--- src/rtl/multiphase_strobe_gen.sv ---
// Purpose : programmable-period clock divider emitting PHASES non-overlapping one-clock strobes per period, steerable by DPLL advance/retard requests.
// Latency : ph and wrap are registered; each is high the cycle after the edge that sampled the decoding counter value.
// Backpr. : none; en=0 freezes the count and suppresses strobes, while adv/ret requests are still captured.
//
// Ports:
//   clk32      system clock
//   rst_n      asynchronous reset, active low
//   en         count enable
//   div_ratio  requested period in clocks (values below 2 act as 2), sampled only at period end
//   adv / ret  single-cycle requests to shorten / lengthen the next-completing period by one clock
//   ph         per-phase strobes, phase k fires when the count equals k*PH_STEP
//   wrap       one-clock marker of the cycle in which the count has returned to 0
//   cnt_o      current counter value, for observation
module multiphase_strobe_gen #(
   parameter int DIV_W   = 8,
   parameter int PHASES  = 2,
   parameter int PH_STEP = 2,
   parameter int DEF_DIV = 4
) (
   input  logic              clk32,
   input  logic              rst_n,
   input  logic              en,
   input  logic [DIV_W-1:0]  div_ratio,
   input  logic              adv,
   input  logic              ret,
   output logic [PHASES-1:0] ph,
   output logic              wrap,
   output logic [DIV_W-1:0]  cnt_o
);

   localparam logic [DIV_W-1:0] ONE     = DIV_W'(1);
   localparam logic [DIV_W-1:0] MIN_PER = DIV_W'(2);
   localparam logic [DIV_W-1:0] DEF_PER = (DEF_DIV < 2) ? MIN_PER : DIV_W'(DEF_DIV);

   logic [DIV_W-1:0]  cnt_q, cnt_d;
   logic [DIV_W-1:0]  per_q, per_d;
   logic              adv_p_q, adv_p_d;
   logic              ret_p_q, ret_p_d;
   logic [PHASES-1:0] ph_q, ph_d;
   logic              wrap_q, wrap_d;

   logic [DIV_W-1:0]  term;
   logic [DIV_W-1:0]  div_sat;
   logic              wrap_evt;
   logic              req_adv, req_ret;
   logic [PHASES-1:0] ph_hit;

   // Terminal count for the period in progress. A lone advance drops one
   // clock (floored at 1 so the period never collapses below 2 clocks), a
   // lone retard adds one, and both pending cancel each other out.
   always_comb begin
      term = per_q - ONE;
      if (adv_p_q && !ret_p_q) begin
         term = (per_q > MIN_PER) ? (per_q - MIN_PER) : ONE;
      end else if (ret_p_q && !adv_p_q) begin
         term = per_q;
      end
   end

   // A late advance can pull the terminal count below a value the counter
   // has already reached; ">=" ends the period there instead of letting the
   // counter run round the whole DIV_W range.
   assign wrap_evt = en && (cnt_q >= term);

   assign div_sat  = (div_ratio < MIN_PER) ? MIN_PER : div_ratio;

   // Contradictory requests in one cycle are dropped altogether.
   assign req_adv  = adv && !ret;
   assign req_ret  = ret && !adv;

   // Phase offsets are fixed at elaboration; an offset the counter can never
   // represent is tied off rather than aliased onto a truncated value.
   for (genvar k = 0; k < PHASES; k++) begin : g_phase
      localparam longint unsigned OFF   = longint'(k) * longint'(PH_STEP);
      localparam bit              FITS  = (DIV_W >= 63) || (OFF < (64'd1 << DIV_W));
      localparam logic [DIV_W-1:0] OFF_W = DIV_W'(OFF);
      assign ph_hit[k] = FITS && (cnt_q == OFF_W);
   end

   always_comb begin
      cnt_d   = cnt_q;
      per_d   = per_q;
      wrap_d  = 1'b0;
      ph_d    = {PHASES{en}} & ph_hit;
      // Flags clear at the period end first, so a request landing on the
      // wrap cycle is carried into the following period.
      adv_p_d = (adv_p_q && !wrap_evt) || req_adv;
      ret_p_d = (ret_p_q && !wrap_evt) || req_ret;
      if (en) begin
         if (wrap_evt) begin
            cnt_d  = '0;
            per_d  = div_sat;
            wrap_d = 1'b1;
         end else begin
            cnt_d  = cnt_q + ONE;
         end
      end
   end

   always_ff @(posedge clk32 or negedge rst_n) begin
      if (!rst_n) begin
         cnt_q   <= '0;
         per_q   <= DEF_PER;
         adv_p_q <= 1'b0;
         ret_p_q <= 1'b0;
         ph_q    <= '0;
         wrap_q  <= 1'b0;
      end else begin
         cnt_q   <= cnt_d;
         per_q   <= per_d;
         adv_p_q <= adv_p_d;
         ret_p_q <= ret_p_d;
         ph_q    <= ph_d;
         wrap_q  <= wrap_d;
      end
   end

   assign ph    = ph_q;
   assign wrap  = wrap_q;
   assign cnt_o = cnt_q;

endmodule

--- config.mk ---
export PLATFORM = sky130hd
export DESIGN_NAME = multiphase_strobe_gen
export DESIGN_NICKNAME = d
export VERILOG_FILES = /design/src/rtl/multiphase_strobe_gen.sv
export SDC_FILE = /design/constraint.sdc
export NUM_CORES = 1
export LEC_CHECK = 0
export CAP_MARGIN = 20
export CELL_PAD_IN_SITES_DETAIL_PLACEMENT = 1
export CELL_PAD_IN_SITES_GLOBAL_PLACEMENT = 2
export CORE_MARGIN = 2
export CORE_UTILIZATION = 33
export DETAILED_ROUTE_END_ITERATION = 6
export GPL_ROUTABILITY_DRIVEN = 0
export PLACE_DENSITY = 0.91
export SYNTH_ARGS = -nofsm -noshare
export SYNTH_HDL_FRONTEND = slang
export SYNTH_SLANG_ARGS = --single-unit
--- constraint.sdc ---
create_clock -name clk32 -period 4.2 [get_ports clk32]
set_clock_uncertainty 0.1 [all_clocks]
set_input_delay 0.42 -clock clk32 [delete_from_list [all_inputs] [get_ports clk32]]
set_output_delay 0.42 -clock clk32 [all_outputs]
set_load 0.01 [all_outputs]
==> flow_metrics.py <==
metrics = {
    "sta": {
        "fin_hold_ws_ns": 0.4825,
        "finalMaxSlewViolations": 0,
        "fin_crit_ns": 3.690,
        "tns_ns": 0,
        "finalSetupViolCount": 0,
        "relSlewSlack_pct": 33.01,
        "worstMarginPinSlew_ns": 1.002,
        "post-route-period-util_pct": 87.86,
        "setup_ws_ns": 0.5098,
        "finalHoldViolCount": 0,
        "grt_setup_unrepaired": "no",
        "fmax_mhz": 271.0,
    },
    "final_layout": {
        "drive_gt1_share_pct": 11.17,
        "diodes": 0,
        "final_cell_mix": "clkdlybuf4s50_1, dfrtp_1, ha_1",
        "area_delta_synth_final_pct": 21.99,
        "layout_commonest_cell": "clkdlybuf4s50_1",
        "fin_nets": 208,
    },
    "job": {
        "cap_viol_max_count": 0,
    },
    "clock_network": {
        "cts_resized": 0,
        "cts_tree": "done",
        "insertion_delay_ns": 0.27,
        "numCtsBuffers": 3,
        "cts_sinks": 21,
        "ctsHoldBuffers": 0,
        "cts_buffer_depth": 2,
        "cts.clk_slew.worst_paths_ns": 0.08,
        "clock-root-buffer": "clkbuf_8",
        "cts_max_level": 1,
        "postCtsSetupBuffers": 0,
    },
    "place": {
        "dp_hpwl_um": 2967,
        "io_buffers": 23,
        "post-place-ws_ns": 0.5116,
    },
    "detailed_routing": {
        "routed_wirelength_um": 3784,
        "drt-initial-drc-count": 26,
        "viasPerCell": 5.368,
        "first_pass_iters": 4,
        "vias": 1240,
        "wl_per_cell_um": 16.38,
        "antenna_left": 0,
        "drc": 0,
    },
    "critical_path": {
        "worstPathRequired_ns": 4.26,
        "crit_start": "per_q[0]",
        "reg2reg_from": "per_q[0]",
        "end_kind": "flip-flop",
        "path_max_fanout": 16,
        "arrival_ns": 3.75,
        "critical_path_class": "flip-flop to flip-flop",
        "critPathLaunchType": "flip-flop",
    },
    "synth": {
        "avgSynthCellArea_um2": 9.571,
        "synth_cell_types": 43,
        "syn-cell-area_mm2": 0.001474,
        "synth_warnings": 0,
        "synth_fp_nets": 182,
        "yosys_register_bits": 21,
        "synth_cells": 154,
        "ys_seq_area_share_pct": 35.74,
    },
    "pwr": {
        "clockPowerShare_pct": 10.1,
        "p_sw_mw": 0.6266,
        "power_frac_comb_pct": 60.1,
        "p_per_area_mw_per_mm2": 755.2,
        "power_mw": 1.358,
        "p_int_mw": 0.7312,
        "seqPwrFrac_pct": 29.8,
        "power_leakage_nw": 0.7575,
        "ir_drop_mv": 0.2882,
        "switching_share_pct": 46.15,
    },
    "outcome": {
        "status": "complete, no violations",
    },
    "floorplanning": {
        "die_height_um": 70.83,
        "initial_utilization_pct": 34.09,
        "die_width_um": 70.83,
        "ios": 24,
        "die-area_mm2": 0.005017,
        "rows": 24,
        "fp.coreArea_mm2": 0.004324,
    },
    "grt": {
        "gr-usage-all-layers_pct": 16.49,
        "grt_pass1_wl_um": 6499,
        "grt_max_degree": 22,
        "antenna_found_initial": 0,
        "grt_pass1_vias": 1378,
        "grt-ovfl-total": 0,
    },
    "hold_path": {
        "hold_path.class": "flip-flop to flip-flop",
        "min_from": "per_q[6]",
    },
}
cells by family (layout without fill, tap and decap cells):
group / count (synthesis) / in the layout / synth area share [%]
flip-flops: 21 / 21 / 35.74
multiplexers: 9 / 9 / 6.536
buffers and inverters: 13 / 38 / 3.905
XOR/XNOR: 4 / 4 / 2.377
adder cells (fa/ha/maj): 15 / 15 / 12.73
AND/OR/NAND/NOR: 54 / 54 / 20.29
AO/OA/AOI/OAI: 38 / 38 / 18.42
power groups by stage:
| stage | Sequential, mW | Combinational, mW | Clock (mW) |
|---|---|---|---|
| detailed placement | 0.411 | 0.821 | 0 |
| global placement | 0.403 | 0.777 | 0 |
| global route | 0.423 | 0.918 | 0.151 |
| finish | 0.405 | 0.817 | 0.137 |
| CTS | 0.407 | 0.830 | 0.143 |
| floorplan | 0.380 | 0.601 | 0 |
Yosys cell counts (all sizes together):
cell type,count,area share (%)
a2111oi,1,1.9
ha,15,13
a21oi,9,3.1
dfrtp,20,34
xor2,1,0.59
o22ai,3,1.3
nor3,4,1.4
o21a,3,1.5
o31a,1,0.59
a22oi,1,0.51
buf,2,1.1
nand2b,6,2.7
nor4,3,2.3
mux2,5,3.8
dfstp,1,1.8
mux2i,4,2.7
inv,11,2.8
and2b,1,0.51
or3,1,0.42
nand4,2,0.85
o21ai,15,5.6
nor2,11,2.8
or2,2,1.0
a31oi,1,0.42
nor2b,1,0.42
nand3b,1,0.51
nand2,10,2.5
or4,2,1.1
and3,1,0.51
xnor2,3,1.8
and2,2,0.85
nand3,7,2.4
o2bb2ai,1,0.59
a21boi,1,0.51
o32ai,2,2.5
final cells by class:
cell class / instances / area [um^2]
clock buffers: 4 / 45.04
multi-input cells: 120 / 889.6
inverters: 11 / 41.29
well taps: 52 / 65.06
flip-flops and latches: 21 / 526.8
fillers: 530 / 2526
repair buffers: 23 / 230.2
per-stage QoR:
step                      cell area (um^2)  utilization, %  instances
after floorplan                       1474               -        154
after global placement                1753           40.54        227
after detailed placement              1753           40.54        227
after CTS                             1798           41.58        231
after global routing                  1798           41.58        231
final                                 1798           41.58        231
flip-flops by register name (all words and copies together) (netlist names):
| name | count |
|---|---|
| adv_p_q | 1 |
| cnt_o | 8 |
| per_q | 8 |
| ph | 2 |
| ret_p_q | 1 |
| wrap | 1 |
routing by layer:
| metal | global-route usage [%] | wire, um | vias to the layer above |
|---|---|---|---|
| li1 | - | - | 608 |
| met1 | 20.04 | 1651 | 617 |
| met2 | 29.18 | 1998 | 10 |
| met3 | 2.707 | 72 | 5 |
| met4 | 6.289 | 61 | 0 |
| met5 | 0 | 0 | - |
worst paths after layout:
path                            end  slack [ns]  cells after the start
min in group asynchronous  cnt_o[4]        0.60                      1
max reg2reg                per_q[4]        0.51                     12
min reg2reg                per_q[6]        0.48                      1
max in group asynchronous  per_q[1]        2.80                      1
min                        per_q[6]        0.48                      1
max                        per_q[4]        0.51                     12
worst max-delay path, stage by stage, from the launching register on:
cell and delay (ns):
dfrtp_1 0.38, inv_1 0.09, ha_1 0.20, nor2b_1 0.27, nor4_4 0.10, nand2b_2 0.22
o32ai_1 0.35, a22oi_1 0.15, ha_1 0.31, nand4_1 0.12, or2_4 0.25, o32ai_4 0.61
mux2_2 0.41
No activity file was read; power rests on OpenSTA's default activity.
